==> src/rtl/raizing_textrom_arbiter.sv <==
// rtl/raizing_textrom_arbiter.sv - two-port round-robin arbiter sharing one text-ROM read port
module raizing_textrom_arbiter #(
    parameter int unsigned AW      = 14,
    parameter int unsigned DW      = 16,
    parameter int unsigned LAT     = 2,
    parameter bit          A_FIRST = 1'b1
) (
    input  logic          CLK96,
    input  logic          RESET96,
    input  logic          SUSPEND,
    input  logic          A_REQ,
    input  logic [AW-1:0] A_ADDR,
    output logic          A_GNT,
    output logic          A_DV,
    output logic [DW-1:0] A_DATA,
    input  logic          B_REQ,
    input  logic [AW-1:0] B_ADDR,
    output logic          B_GNT,
    output logic          B_DV,
    output logic [DW-1:0] B_DATA,
    output logic          MEM_RD,
    output logic [AW-1:0] MEM_ADDR,
    input  logic [DW-1:0] MEM_DATA,
    output logic          BUSY
);

    // last_b_q = 1 means B won the previous grant, so the next tie goes to A.
    // Reset value equals A_FIRST so the first tie goes to the A_FIRST port.
    logic          last_b_q, last_b_d;
    logic          mem_rd_q, mem_rd_d;
    logic [AW-1:0] mem_addr_q, mem_addr_d;
    // Tag pipe: stage i holds {valid, port} of the read issued i cycles after MEM_RD.
    logic [LAT:0]  tag_vld_q, tag_vld_d;
    logic [LAT:0]  tag_b_q, tag_b_d;
    logic          a_dv_q, a_dv_d;
    logic          b_dv_q, b_dv_d;
    logic [DW-1:0] a_data_q, a_data_d;
    logic [DW-1:0] b_data_q, b_data_d;
    logic          grant_a, grant_b;
    logic          issue;

    // Combinational arbitration: single requester wins, ties go to the port not granted last.
    always_comb begin
        grant_a = 1'b0;
        grant_b = 1'b0;
        if (!SUSPEND) begin
            if (A_REQ && (!B_REQ || last_b_q)) begin
                grant_a = 1'b1;
            end else if (B_REQ) begin
                grant_b = 1'b1;
            end
        end
    end

    assign issue = grant_a | grant_b;

    // Next-state: issue strobe/address, tag shift, and delivery to the tagged port.
    always_comb begin
        last_b_d   = last_b_q;
        mem_rd_d   = issue;
        mem_addr_d = mem_addr_q;
        a_data_d   = a_data_q;
        b_data_d   = b_data_q;
        if (issue) begin
            last_b_d   = grant_b;
            mem_addr_d = grant_a ? A_ADDR : B_ADDR;
        end
        tag_vld_d = {tag_vld_q[LAT-1:0], issue};
        tag_b_d   = {tag_b_q[LAT-1:0], grant_b};
        // Stage LAT lines up with the cycle in which MEM_DATA is valid.
        a_dv_d = tag_vld_q[LAT] & ~tag_b_q[LAT];
        b_dv_d = tag_vld_q[LAT] &  tag_b_q[LAT];
        if (a_dv_d) begin
            a_data_d = MEM_DATA;
        end
        if (b_dv_d) begin
            b_data_d = MEM_DATA;
        end
    end

    // State registers; reset drops every in-flight tag so no stale data is delivered.
    always_ff @(posedge CLK96 or posedge RESET96) begin
        if (RESET96) begin
            last_b_q   <= A_FIRST;
            mem_rd_q   <= 1'b0;
            mem_addr_q <= '0;
            tag_vld_q  <= '0;
            tag_b_q    <= '0;
            a_dv_q     <= 1'b0;
            b_dv_q     <= 1'b0;
            a_data_q   <= '0;
            b_data_q   <= '0;
        end else begin
            last_b_q   <= last_b_d;
            mem_rd_q   <= mem_rd_d;
            mem_addr_q <= mem_addr_d;
            tag_vld_q  <= tag_vld_d;
            tag_b_q    <= tag_b_d;
            a_dv_q     <= a_dv_d;
            b_dv_q     <= b_dv_d;
            a_data_q   <= a_data_d;
            b_data_q   <= b_data_d;
        end
    end

    assign A_GNT    = grant_a;
    assign B_GNT    = grant_b;
    assign MEM_RD   = mem_rd_q;
    assign MEM_ADDR = mem_addr_q;
    assign A_DV     = a_dv_q;
    assign B_DV     = b_dv_q;
    assign A_DATA   = a_data_q;
    assign B_DATA   = b_data_q;
    assign BUSY     = |tag_vld_q;

endmodule

==> config.mk <==
export PLATFORM = sky130hd
export DESIGN_NAME = raizing_textrom_arbiter
export DESIGN_NICKNAME = d
export VERILOG_FILES = /design/src/rtl/raizing_textrom_arbiter.sv
export SDC_FILE = /design/constraint.sdc
export NUM_CORES = 1
export LEC_CHECK = 0
export ABC_AREA = 1
export CORE_UTILIZATION = 39
export DETAILED_ROUTE_END_ITERATION = 16
export GPL_TIMING_DRIVEN = 0
export PLACE_DENSITY = 0.8
export RECOVER_POWER = 25
export SKIP_LAST_GASP = 1
export SYNTH_ARGS = -nofsm -noshare
export SYNTH_HDL_FRONTEND = slang
export SYNTH_SLANG_ARGS = --single-unit
==> constraint.sdc <==
create_clock -name CLK96 -period 1.65 [get_ports CLK96]
set_input_delay 0.4125 -clock CLK96 [delete_from_list [all_inputs] [get_ports CLK96]]
set_output_delay 0.4125 -clock CLK96 [all_outputs]
set_load 0.03 [all_outputs]
==> impl_metrics.env <==
export IMPL_status="complete, but fails checks"
export IMPL_failed_checks="setup timing"
export IMPL_cts_tree="done"
export IMPL_peakVddDrop_v=0.0005820
export IMPL_drc=0
export IMPL_area_growth_pct=46.00
export IMPL_critPathLaunchType="flip-flop"
export IMPL_dpl_cell_count=473
export IMPL_antenna_found_initial=0
export IMPL_synth_fa_ha_area_share_pct=0
export IMPL_drive_above_1_share_pct=12.65
export IMPL_fmax_mhz=589.2
export IMPL_hold_path_class="flip-flop to flip-flop"
export IMPL_ys_types=20
export IMPL_maxSlewViolCount=0
export IMPL_portBuffers=99
export IMPL_clk_pin_slew_ps=90
export IMPL_routedWlPerCell_um=12.31
export IMPL_r2r_end="MEM_ADDR[1]"
export IMPL_critPathRequiredTime_ps=1240
export IMPL_drtIter0Drc=66
export IMPL_postRouteAntennaNets=0
export IMPL_mostFrequentLayoutCells="nand2_1 (91), inv_1 (62), dfrtp_1 (54)"
export IMPL_critPathKind="flip-flop to output port"
export IMPL_final_cell_area_mm2=0.003701
export IMPL_synth_top_family_by_area="simple AND/OR/NAND/NOR gates"
export IMPL_setup_viol=1
export IMPL_clockBufferDepth=2
export IMPL_crit_arrival_ps=1280
export IMPL_vias_per_cell=4.633
export IMPL_ff2ff_setup_slack_ps=80
export IMPL_hp_start="tag_b_q[0]"
export IMPL_n_fill_cell=596
export IMPL_power_mw=4.067
export IMPL_min_period_ps=1697
export IMPL_powerDensity_mw_per_mm2=1099
export IMPL_drt_total_wl_um=6007
export IMPL_synthSimpleGateAreaFrac_pct=21.47
export IMPL_place_detailed_hpwl_um=4384
export IMPL_whs_endpoint="tag_b_q[1]"
export IMPL_drv_cap=0
export IMPL_hold_depth=0
export IMPL_die_w_um=82.62
export IMPL_placed_area_mm2=0.003630
export IMPL_clk_latency_ps=300
export IMPL_overflow=0
export IMPL_start_util_pct=40.15
export IMPL_period_share_pct=102.9
export IMPL_gp_congestion=0.7933
export IMPL_cts_buffers=5
export IMPL_die_h_um=82.62
export IMPL_first_pass_iters=4
export IMPL_grt_pass1_wl_um=9522
export IMPL_clock_tree_root_cell="clkbuf_8"
export IMPL_r2r_cells=10
export IMPL_synth_compound_area_share_pct=9.082
export IMPL_synth_warnings=0
export IMPL_stdcell_count=488
export IMPL_dr_total_vias=2261
export IMPL_first_global_vias=2108
export IMPL_grt_max_degree=56
export IMPL_layout_commonest_cell="nand2_1"
export IMPL_die_area_mm2=0.006826
export IMPL_synth_xor_area_share_pct=0
export IMPL_tightest_slew_ps=1157
export IMPL_maxSlewHeadroom_pct=22.69
export IMPL_syn_area_per_cell_um2=8.535
export IMPL_diodes=0
export IMPL_seq_area_frac_synth_pct=54.34
export IMPL_clock_skew_ps=2.678
export IMPL_synth_ff_latch_count=55
export IMPL_htree_levels=2
export IMPL_timing_final_ws_setup_ps=-47.25
export IMPL_seq_area_mm2=0.001378
export IMPL_reg2reg_from="last_b_q"
export IMPL_fin_hold_ws_ps=359.9
export IMPL_synthesis_nets=346
export IMPL_utilization_pct=58.62
export IMPL_clkSinkCount=55
export IMPL_worstPathMaxFanout=5
export IMPL_synthMuxAreaShare_pct=0
export IMPL_hold_viol=0
export IMPL_hold_buffers=0
export IMPL_synthesis_instances=297
export IMPL_coreArea_mm2=0.006314
export IMPL_p_leak_nw=2.057
export IMPL_cp_end_kind="output port"
export IMPL_nNetsFinal=460
export IMPL_syn_area_mm2=0.002535
export IMPL_multiInputGateArea_um2=764.5
export IMPL_grt_setup_unrepaired="true"
export IMPL_grt_usage_pct=18.63
export IMPL_boundaryPins=101
export IMPL_rows=29
## worst max path at each step
stage | startpoint | cells past startpoint | slack, ps | endpoint
final | last_b_q | 5 | -50 | B_GNT
after floorplan | last_b_q | 5 | 120 | A_GNT
after CTS | B_REQ | 7 | -130 | B_GNT
after global placement | B_REQ | 7 | -960 | B_GNT
after detailed placement | B_REQ | 7 | -950 | B_GNT
after global routing | last_b_q | 5 | -90 | B_GNT
## what timing repair did
item / in CTS / in global routing
setup endpoints to repair: 52 / 3
gates resized for setup: 72 / 9
pin swaps: 2 / 2
buffers inserted: 4 / 5
## metal layers
| layer | up-vias | GRT usage (%) | wire length [um] | part of all wire [%] |
|---|---|---|---|---|
| met1 | 1026 | 21.15 | 2569 | 43 |
| met4 | 0 | 6.552 | 91 | 1.5 |
| met3 | 9 | 5.055 | 503 | 8.4 |
| met2 | 100 | 33.47 | 2842 | 47 |
| li1 | 1126 | - | - | - |
| met5 | - | 0 | 0 | 0 |
## critical path, cell delays in order (launching register included)
cell	delay [ps]
dfstp_2	550
inv_2	40
nand2_4	80
buf_8	120
a21oi_4	50
buf_6	140
## final cells by class
cell class	instances	share of cell area (%)
tap	77	2.603
clock inverter	2	1.014
buffer	15	2.975
sequential	55	37.22
clock buffer	5	1.859
inverter	68	7.066
multi-input combinational	158	20.66
timing repair buffer	108	26.61
## per-stage QoR
stage / setup slack [ps] / setup TNS [ps]
detailed placement: -954.7 / -7764
global placement: -964.4 / -5987
CTS: -134.8 / -139.0
global route: -94.49 / -202.7
finish: -47.25 / -47.25
floorplan: 121.2 / 0
## Yosys cell counts
| library cell | n | area (um^2) |
|---|---|---|
| clkbuf_2 | 1 | 5.000 |
| dfrtp_1 | 54 | 1351 |
| nand2_2 | 1 | 6.260 |
| buf_4 | 3 | 22.52 |
| clkbuf_1 | 3 | 11.26 |
| o21ai_2 | 16 | 140.1 |
| inv_1 | 66 | 247.7 |
| buf_2 | 2 | 10.01 |
| a21oi_1 | 1 | 5.000 |
| or2_1 | 1 | 6.260 |
| buf_6 | 7 | 78.83 |
| o21ai_0 | 17 | 85.08 |
| nand3_4 | 1 | 17.52 |
| dfstp_2 | 1 | 26.28 |
| nor2_1 | 1 | 3.750 |
| nor2_4 | 1 | 11.26 |
| nand4_1 | 14 | 87.58 |
| nand3_1 | 14 | 70.07 |
| inv_2 | 2 | 7.510 |
| nand2_1 | 91 | 341.6 |
## power by group
| part | internal, mW | switching [mW] |
|---|---|---|
| Sequential | 1.60 | 0.124 |
| Clock | 0.444 | 0.426 |
| Combinational | 0.532 | 0.941 |
## cells by family (layout without fill, tap and decap cells)
group / after synthesis / in the layout
AOI/OAI and AO/OA: 34 / 34
buffers and inverters: 84 / 198
DFF: 55 / 55
and+or+nand+nor: 124 / 124
## flip-flops by register name (all words and copies together) (netlist names)
signal     cells
B_DV           1
B_DATA        16
tag_b_q        3
tag_vld_q      3
last_b_q       1
A_DATA        16
MEM_ADDR      14
A_DV           1
No activity file was read; power rests on OpenSTA's default activity.
